**src/rtl/m1_stage.sv**
```systemverilog
// M1 memory sub-stage: latches the EX->M1 bus, issues one DCache request per memory
// instruction and forwards to MEM. Define M1_ADDR_CHECK_EN to enable alignment-error detection.
module m1_stage #(
  parameter int M1_BUS_WD = 116
) (
  input  logic                 clk,
  input  logic                 reset,
  input  logic                 es_to_m1s_valid,
  input  logic [M1_BUS_WD-1:0] es_to_m1s_bus,
  output logic                 m1s_allowin,
  input  logic                 ms_allowin,
  output logic                 m1s_to_ms_valid,
  output logic [M1_BUS_WD-1:0] m1s_to_ms_bus,
  input  logic                 flush,
  output logic                 data_req,
  output logic                 data_wr,
  output logic [3:0]           data_wstrb,
  output logic [31:0]          data_addr,
  output logic [31:0]          data_wdata,
  input  logic                 data_addr_ok,
  output logic [4:0]           M1_dest,
  output logic                 M1_load
);

  typedef enum logic [1:0] {IDLE, REQ, DONE} state_t;

  state_t               state_reg;
  logic                 m1s_valid_reg;
  logic [M1_BUS_WD-1:0] bus_reg;

  logic        cur_ex;
  logic [31:0] cur_rt;
  logic [11:0] cur_mem;
  logic        cur_rfm;
  logic [4:0]  cur_dest;
  logic [31:0] cur_alu;
  logic [1:0]  cur_a;
  logic [11:0] in_mem;
  logic [1:0]  in_a;
  logic        cur_addr_err;
  logic        in_addr_err;
  logic        cur_ex_eff;
  logic        in_ex_eff;
  logic        m1s_ready_go;
  logic        accept;
  logic        leave;

  assign cur_ex   = bus_reg[115];
  assign cur_rt   = bus_reg[114:83];
  assign cur_mem  = bus_reg[82:71];
  assign cur_rfm  = bus_reg[70];
  assign cur_dest = bus_reg[68:64];
  assign cur_alu  = bus_reg[63:32];
  assign cur_a    = cur_alu[1:0];
  assign in_mem   = es_to_m1s_bus[82:71];
  assign in_a     = es_to_m1s_bus[33:32];

`ifdef M1_ADDR_CHECK_EN
  // Word ops need a==0, halfword ops need a[0]==0; byte and unaligned ops never fault.
  assign cur_addr_err = ((cur_mem[0] | cur_mem[1]) & (cur_a != 2'b00))
                      | ((cur_mem[4] | cur_mem[5] | cur_mem[9]) & cur_a[0]);
  assign in_addr_err  = ((in_mem[0] | in_mem[1]) & (in_a != 2'b00))
                      | ((in_mem[4] | in_mem[5] | in_mem[9]) & in_a[0]);
`else
  assign cur_addr_err = 1'b0;
  assign in_addr_err  = 1'b0;
`endif

  assign cur_ex_eff = cur_ex | cur_addr_err;
  assign in_ex_eff  = es_to_m1s_bus[115] | in_addr_err;

  assign m1s_ready_go = (cur_mem == 12'd0) | cur_ex_eff | (state_reg == DONE);
  // While a request is outstanding (even a flushed one) nothing may enter.
  assign m1s_allowin  = (state_reg != REQ) & (~m1s_valid_reg | (m1s_ready_go & ms_allowin));
  assign accept       = m1s_allowin & es_to_m1s_valid & ~flush;
  assign leave        = m1s_valid_reg & m1s_ready_go & ms_allowin;

  assign m1s_to_ms_valid = m1s_valid_reg & m1s_ready_go & ~flush;
  assign m1s_to_ms_bus   = {cur_ex_eff, bus_reg[M1_BUS_WD-2:0]};

  assign data_req  = (state_reg == REQ);
  assign data_addr = {cur_alu[31:2], 2'b00};
  assign data_wr   = cur_mem[1] | cur_mem[8] | cur_mem[9] | cur_mem[10] | cur_mem[11];

  assign M1_dest = cur_dest & {5{m1s_valid_reg}};
  assign M1_load = m1s_valid_reg & cur_rfm;

  always_comb begin
    data_wstrb = 4'b0000;
    data_wdata = cur_rt;
    if (cur_mem[8]) begin
      data_wstrb = 4'b0001 << cur_a;
      data_wdata = {4{cur_rt[7:0]}};
    end else if (cur_mem[9]) begin
      data_wstrb = cur_a[1] ? 4'b1100 : 4'b0011;
      data_wdata = {2{cur_rt[15:0]}};
    end else if (cur_mem[1]) begin
      data_wstrb = 4'b1111;
    end else if (cur_mem[10]) begin
      data_wstrb = 4'b1111 >> (~cur_a);
      data_wdata = cur_rt >> {~cur_a, 3'b000};
    end else if (cur_mem[11]) begin
      data_wstrb = 4'b1111 << cur_a;
      data_wdata = cur_rt << {cur_a, 3'b000};
    end
  end

  always_ff @(posedge clk) begin
    if (reset) begin
      state_reg     <= IDLE;
      m1s_valid_reg <= 1'b0;
      bus_reg       <= '0;
    end else begin
      if (flush) begin
        m1s_valid_reg <= 1'b0;
      end else if (m1s_allowin) begin
        m1s_valid_reg <= es_to_m1s_valid;
      end
      if (accept) begin
        bus_reg <= es_to_m1s_bus;
      end
      case (state_reg)
        REQ: begin
          // A flushed request still completes its handshake, then returns to IDLE.
          if (data_addr_ok) begin
            state_reg <= (m1s_valid_reg && !flush) ? DONE : IDLE;
          end
        end
        default: begin
          if (flush) begin
            state_reg <= IDLE;
          end else if (accept) begin
            state_reg <= ((in_mem != 12'd0) && !in_ex_eff) ? REQ : IDLE;
          end else if (leave) begin
            state_reg <= IDLE;
          end
        end
      endcase
    end
  end

endmodule

```
**config.mk**
```make
export PLATFORM = sky130hd
export DESIGN_NAME = m1_stage
export DESIGN_NICKNAME = d
export VERILOG_FILES = /design/src/rtl/m1_stage.sv
export SDC_FILE = /design/constraint.sdc
export NUM_CORES = 1
export LEC_CHECK = 0
export CELL_PAD_IN_SITES_DETAIL_PLACEMENT = 0
export CELL_PAD_IN_SITES_GLOBAL_PLACEMENT = 2
export CORE_MARGIN = 3
export CORE_UTILIZATION = 22
export CTS_CLUSTER_DIAMETER = 200
export DETAILED_ROUTE_END_ITERATION = 8
export GPL_TIMING_DRIVEN = 0
export PLACE_DENSITY = 0.85
export SYNTH_ARGS = -nofsm -noshare
export SYNTH_HDL_FRONTEND = slang
export SYNTH_SLANG_ARGS = --single-unit
```
**constraint.sdc**
```tcl
create_clock -name clk -period 2.4 [get_ports clk]
set_input_delay 0.48 -clock clk [delete_from_list [all_inputs] [get_ports clk]]
set_output_delay 0.48 -clock clk [all_outputs]
set_load 0.01 [all_outputs]
```
Word level (Yosys, flattened, before mapping)
Index checks and enable logic that the tools add are counted.

Eq/ne operators: 4. Shift-type cells: 5. Muxes and demuxes: 18. Bitwise logic cells: 19. Reduce and logical (&&, ||, !) cells: 9.

Operators with widths (count): $mux W32 (5); $shl A32 B5 Y32 (1); $shr A32 B5 Y32 (1); $mux W4 (6); $logic_not A12 Y1 (1); $mux W2 (6); $reduce_bool A12 Y1 (1); $and A1 B1 Y1 (8); $or A1 B1 Y1 (7); $and A5 B5 Y5 (1); $ne A2 B1 Y1 const B (2); $reduce_bool A4 Y1 (1); $shl A1 B2 Y4 const A (1); $shl A4 B2 Y4 const A (1); $shr A4 B2 Y4 const A (1); $eq A2 B1 Y1 const B (1); $eq A2 B2 Y1 const B (1); $logic_and A1 B1 Y1 (2); $logic_not A1 Y1 (2); $not A1 Y1 (2); $not A2 Y2 (1); $reduce_and A2 Y1 (1); $reduce_or A2 Y1 (1); $mux W1 (1).

Bits in registers: 119. Bits of input ports: 122. Output and inout port bits: 194. Word-level logic and storage cells: 58.

Longest topological paths before layout
Gate-level depths: netlist (run 1).

Depth after elaboration: 11. Depth in mapped cells: 8. Depth with buffers taken out: 6.

Worst setup path after synthesis (run 1)
OpenSTA, ideal clock, no wires.

Path kind: register to output. Start: reg bus_reg[32], in the netlist m1s_to_ms_bus[32]. End: out data_wdata[12]. Data arrival time: 1.710 ns. Data required time: 1.920 ns. Setup slack: 0.210 ns. Cell stages (with the launch flop): 6. Buffers on the path: 2. Cells stage by stage: dfxtp_1 buf_2 buf_1 mux2_2 a222oi_1 o211ai_1.

Longest elaborated chain between the ends: 6. Elaborated cells on any way between the ends: 8. Those cells by class: shift (2); mux (5); bitwise (1).

RTL lines: start, declared (line 29) `logic [M1_BUS_WD-1:0] bus_reg;`; start signal, assigned (line 120) `bus_reg <= es_to_m1s_bus;`; $shl A32 B5 Y32 / $not A2 Y2 (equally long branches) (line 104, 101); $mux W32 / $shr A32 B5 Y32 (equally long branches) (line 102, 101); $mux W32 (*) (line 99) `end else if (cur_mem[10]) begin`; $mux W32 (*) (line 97) `end else if (cur_mem[1]) begin`; $mux W32 (*) (line 94) `end else if (cur_mem[9]) begin`; $mux W32 (*) (line 91) `if (cur_mem[8]) begin`; end, declared (line 19) `output logic [31:0] data_wdata,`.

Every way passes the cells marked *; elsewhere a longest branch is shown, timed or not.

Worst setup path in the final report (run 1)
Start: reg bus_reg[32], in the netlist m1s_to_ms_bus[32]. End: out data_wdata[13].

Same word-level chain as after synthesis.

==> impl_metrics.ini, run 1 <==
[status]
status = finished with violations
violations = negative setup slack

[power]
cellPowerDensity_nw_per_um2 = 585
peakVddDrop_uv = 349
clock_power_share = 0.399
switching_share = 0.299
p_switching_mw = 1.96
p_int_mw = 4.58
totalPowerFinal_mw = 6.53
p_comb_frac = 0.258
seq_power_share = 0.343
power_leakage_nw = 4.27

[synth]
synth_flop_cell = dfxtp_1
ys_ff_latch = 119
syn_avg_cell_area_sq_um = 9.29
ys_top_cells_by_area = dfxtp_1 39%, mux2i_1 20%, nor2_1 8.1%, buf_4 4.9%, a22oi_1 3.0%
yosysTopAreaCell = dfxtp_1
ys_warn_count = 0
synth_top_area_share = 0.391
synthDistinctLibCells = 49
async_flop_share = 0
ys_seq_area_frac = 0.391
synth_edf_count = 0
synthCells = 655
syn-cell-area_sq_um = 6090

[routing]
routed_wl_mm = 27.2
drtPass1Iterations = 8
vias_per_cell = 4.66
drtAntennaViolNets = 0
drcViolationCount = 0
num_vias = 6589
wire_per_inst_microns = 19.2
drtIter0Drc = 488

[global_route]
track_usage = 0.175
grt_remaining_overflow = 0
antenna_found_initial = 0
grt_pass1_wl_mm = 39.3
grt_pass1_vias = 6361
grt_start_max_net_pins = 17

[layout]
largest_register_ffs = 116
nNetsFinal = 1151
layout-drive-gt1-share = 0.243
syn_to_final_growth_pct = 83.4
num_antenna_cells = 0
fin_cells = 1414

[run]
cap_violations = 0

[die]
die_x_microns = 172
core_area_sq_um = 27100
rows = 60
fp.dieH_microns = 172
num_io_pins = 316
die_area_sq_um = 29700
start_util = 0.225

[critical_path]
rr_startpoint = m1s_to_ms_bus[73]
cpMostUsedCell = buf_12
start_kind = flop
worst-setup-path-type = flop to output port
end_kind = output port
startpoint = m1s_to_ms_bus[32]
crit_required_ns = 1.92
r2r_end = m1s_to_ms_bus[44]
r2r_cells = 8
r2r_slack_ns = 0.46
cpPeakStageDelay_ns = 0.33
crit_fanout = 6
crit_path_top_delay_cell = dfxtp_2
worstPathCellList = buf_8 -> buf_12 -> buf_12 -> buf_6 -> mux2_4 -> a222oi_1 -> o211ai_1 -> buf_2
critPathArrivalTime_ns = 2.17

[place]
io_buffers = 313
gp_congestion = 0.854
dp.cells = 1341
dp_hpwl_mm = 19.6
place_ws_ns = -0.905

[timing]
fin_skew_ns = 0.0162
clock.fmax_mhz = 378
period_minus_slack_ns = 2.65
setup_viol = 29
final_max_slew_viol_count = 0
rsz0062_at_grt = yes
whs_ns = 0.496
fin_crit_sh = 1.10
tightest_slew_ns = 0.786
timing_hold_violations_final = 0
slew_headroom = 0.476
final.setup.worst_slack_ns = -0.246

[hold_path]
min_from = state_reg[1]
holdPathStages = 2
hp-class = flop to flop
hold_end = state_reg[1]

[cts]
cts_root_buf = clkbuf_16
cts.sinks = 119
ctsHoldBuffers = 0
cts.htree.levels = 4
cts_made_buffers = 17
cts_buffer_depth = 2
cts_tree = yes
worstSkewPairLatency_ns = 0.43
path_clk_slew_ns = 0.06
what timing repair did:
action	CTS	global route
gates cloned	1	0
endpoints found under the setup margin	45	39
buffers inserted	36	10
gates resized for setup	303	37
pin swaps	60	29
worst max path at each step:
| stage | end | slack, ns | cells after the start |
|---|---|---|---|
| after floorplan | data_wdata[12] | 0.21 | 5 |
| after global placement | data_wdata[5] | -0.91 | 5 |
| after detailed placement | data_wdata[5] | -0.91 | 5 |
| after CTS | data_wdata[26] | -0.26 | 7 |
| after global routing | data_wdata[11] | -0.34 | 8 |
| final | data_wdata[13] | -0.25 | 8 |
per-layer routing:
layer  part of all wire  global-route usage  wire, microns
met2               0.47               0.287          12800
met5                  0                   0              0
met4              0.022              0.0573            592
met1               0.40               0.210          10900
met3               0.11              0.0693           2860
synthesized netlist by cell type, types with 2 or more instances:
cell / n
dfxtp_1: 119
buf_8: 5
nor2b_1: 7
nor4b_1: 2
buf_2: 4
mux2_2: 8
a22o_1: 14
nand3_1: 5
o211ai_1: 6
a211oi_1: 2
a32oi_1: 2
nand4_1: 3
nor2_1: 132
buf_4: 40
a31oi_1: 3
and2_1: 10
nor3_1: 8
a22oi_1: 24
a222oi_1: 13
o21ai_0: 9
buf_1: 4
o21ai_1: 8
a21oi_1: 10
nand2_1: 21
mux4_2: 7
o22ai_1: 3
inv_1: 6
clkbuf_1: 30
nand2b_1: 2
o32ai_1: 2
o221ai_1: 7
mux2i_1: 121
nor3b_1: 2
placed cells by master, fill, tap and decap left out, drive strengths merged, types with 7 or more instances in the layout:
cell | netlist | routed
clkbuf | 30 | 44
dfxtp | 119 | 119
o21ai | 17 | 17
mux2i | 121 | 121
nor3 | 8 | 8
a222oi | 13 | 13
mux4 | 7 | 7
nor2 | 132 | 132
o221ai | 7 | 7
nor2b | 7 | 7
and2 | 10 | 10
mux2 | 8 | 8
buf | 53 | 135
a22oi | 24 | 24
a21oi | 10 | 10
inv | 6 | 9
nand2 | 21 | 21
a22o | 14 | 14
clkdlybuf4s50 | 0 | 275
cell type report:
cell class	count	area (sq um)
flip-flops and latches	119	2400
clock inverters	14	150
plain buffers	79	738
fillers	2689	15900
inverters	6	26.3
multi-input cells	448	3510
clock buffers	18	429
well taps	372	465
repair buffers	358	3440
stage by stage:
step	cell area (sq um)	util	setup TNS [ns]
3_5_place_dp	9690	0.358	-44.40
6_report	11200	0.412	-3.46
5_1_grt	11200	0.412	-5.95
3_3_place_gp	9690	0.358	-42.63
2_1_floorplan	6090	-	0
4_1_cts	11000	0.404	-4.30
kinds of logic after synthesis:
| kind of cell | after synthesis | synth area share |
|---|---|---|
| buf+inv | 89 | 0.0896 |
| simple gates | 198 | 0.141 |
| compound gates | 112 | 0.138 |
| flops | 119 | 0.391 |
| mux | 136 | 0.240 |
| other cells | 1 | 0.000616 |
power by group through the flow:
stage | Combinational, mW | Clock, mW | Sequential [mW]
6_report | 1.68 | 2.61 | 2.24
4_1_cts | 1.65 | 2.69 | 2.23
3_5_place_dp | 1.49 | 0 | 2.27
5_1_grt | 1.80 | 2.79 | 2.26
2_1_floorplan | 0.644 | 0 | 2.28
3_3_place_gp | 1.49 | 0 | 2.27
worst max-delay path, delay by kind of cell, from the launching register on:
kind | cells | cell delay [ns]
compound gates | 2 | 0.46
buf+inv | 5 | 0.67
flops | 1 | 0.33
mux | 1 | 0.28
No activity file was read; power rests on OpenSTA's default activity.
==> run 2: changes to the inputs <==
CORE_MARGIN = default   (was 3)
SKIP_CTS_REPAIR_TIMING = 1   (was default)
==> run 2 against run 1 <==
  * The run still ends with negative setup slack left
  * Flip-flop and latch count stayed put
  * Register-to-register slack lost 0.06 ns
  * Via count decreased by 2.0%
  * Clock skew decreased by 0.0039 ns
  * Wire length down 3.6%
  * Critical path depth did not move
  * Combinational power fell by 4%
  * Maximum frequency grew 1.7%
  * Critical endpoint is now data_wdata[11]
  * Largest cell class unchanged
==> impl_metrics.ini, run 2 (synthesis results as in run 1) <==
[power]
cellPowerDensity_nw_per_um2 = 609
switching_share = 0.300
p_switching_mw = 2.01
seq_power_share = 0.334
totalPowerFinal_mw = 6.70
p_comb_frac = 0.242
peakVddDrop_uv = 370
clock_power_share = 0.424
p_int_mw = 4.69
power_leakage_nw = 4.21

[timing]
setup_viol = 28
fin_crit_sh = 1.08
final_max_slew_viol_count = 0
tns_ns = -2.76
timing_hold_violations_final = 0
final.setup.worst_slack_ns = -0.203
fin_skew_ns = 0.0123
rsz0062_at_grt = yes
slew_headroom = 0.560
whs_ns = 0.493
clock.fmax_mhz = 384
period_minus_slack_ns = 2.60
tightest_slew_ns = 0.660

[global_route]
grt_remaining_overflow = 0
grt_pass1_wl_mm = 38.0
grt_start_max_net_pins = 17
track_usage = 0.177
antenna_found_initial = 1
grt_pass1_vias = 6096

[layout]
largest_register_ffs = 116
layout_commonest_cell = clkdlybuf4s50_1
syn_to_final_growth_pct = 80.6
layout-drive-gt1-share = 0.234
nNetsFinal = 1143
num_antenna_cells = 0
final_cell_mix = 275 x clkdlybuf4s50_1, 125 x nor2_1, 120 x mux2i_1, 110 x dfxtp_1, 65 x buf_4

[routing]
num_vias = 6459
wire_per_inst_microns = 19.0
drtAntennaViolNets = 0
drcViolationCount = 0
drtIter0Drc = 405
vias_per_cell = 4.70
routed_wl_mm = 26.2
drtPass1Iterations = 6

[critical_path]
crit_required_ns = 1.92
start_kind = flop
end_kind = output port
crit_fanout = 7
r2r_slack_ns = 0.40
worst-setup-path-type = flop to output port
rr_startpoint = m1s_to_ms_bus[71]
critPathArrivalTime_ns = 2.12
r2r_end = m1s_to_ms_bus[64]
r2r_cells = 8

[die]
fp.dieH_microns = 168
die_x_microns = 168
die_area_sq_um = 28300
start_util = 0.225
num_io_pins = 316
rows = 60
core_area_sq_um = 27000

[cts]
cts_tree = yes
cts.htree.levels = 4
cts.sinks = 119
worstSkewPairLatency_ns = 0.42
cts_root_buf = clkbuf_16
cts_made_buffers = 17
path_clk_slew_ns = 0.06
cts_buffer_depth = 2

[place]
gp_congestion = 0.837
dp_hpwl_mm = 19.0
io_buffers = 313

[hold_path]
min_from = m1s_to_ms_bus[29]
hp-class = flop to flop
holdPathStages = 2
hold_end = m1s_to_ms_bus[29]

[run]
cap_violations = 0

[status]
status = finished with violations
violations = negative setup slack
run 2: cell types whose count changed in the layout (fill, tap and decap cells not counted), moves of 4 or more:
cell	previous run	this run
buf_2	26	22
buf_4	74	65
clkbuf_2	2	10
clkbuf_8	7	0
inv_8	0	5
run 2: worst max path at each step:
| stage | start | end | slack [ns] | depth (start not counted) |
|---|---|---|---|---|
| floorplan | m1s_to_ms_bus[32] | data_wdata[12] | 0.21 | 5 |
| global placement | m1s_to_ms_bus[32] | data_wdata[5] | -0.88 | 5 |
| detailed placement | m1s_to_ms_bus[32] | data_wdata[5] | -0.82 | 5 |
| CTS | m1s_to_ms_bus[32] | data_wdata[5] | -1.29 | 5 |
| global route | m1s_to_ms_bus[32] | data_wdata[11] | -0.32 | 8 |
| finish | m1s_to_ms_bus[32] | data_wdata[11] | -0.20 | 8 |
run 2: layout make-up:
class	instances	area, sq um
multi-input combinational	448	3460
clock inverter	15	206
buffer	79	677
tap	341	427
inverter	6	26.3
fill	2675	16000
timing repair buffer	350	3370
sequential	119	2400
clock buffer	17	425
run 2: power by group through the flow:
stage | clock, mW | sequential, mW | combinational (mW)
finish | 2.84 | 2.24 | 1.62
CTS | 2.93 | 2.23 | 1.49
detailed placement | 0 | 2.27 | 1.48
global route | 3.02 | 2.25 | 1.73
floorplan | 0 | 2.28 | 0.644
global placement | 0 | 2.27 | 1.48
run 2: worst max-delay path, cell delays in order (launching register included):
cell	delay [ns]
dfxtp_2	0.35
buf_8	0.15
buf_12	0.13
mux2_4	0.29
a32oi_1	0.14
o22ai_1	0.10
a222oi_1	0.31
inv_1	0.10
buf_6	0.14
run 2: through the flow:
| stage | instance area, sq um | std cells | setup slack [ns] | utilization |
|---|---|---|---|---|
| 5_1_grt | 11000 | 1375 | -0.316 | 0.407 |
| 2_1_floorplan | 6090 | 656 | 0.210 | - |
| 3_5_place_dp | 9650 | 1310 | -0.815 | 0.357 |
| 6_report | 11000 | 1375 | -0.203 | 0.407 |
| 4_1_cts | 10300 | 1342 | -1.29 | 0.380 |
| 3_3_place_gp | 9650 | 1310 | -0.876 | 0.357 |
run 2: per-layer routing:
layer	up-vias	global-route usage	routed length, microns
li1	3065	-	-
met1	3009	0.217	11200
met2	345	0.296	12200
met3	38	0.0576	2340
met4	2	0.0498	384
met5	-	0	13
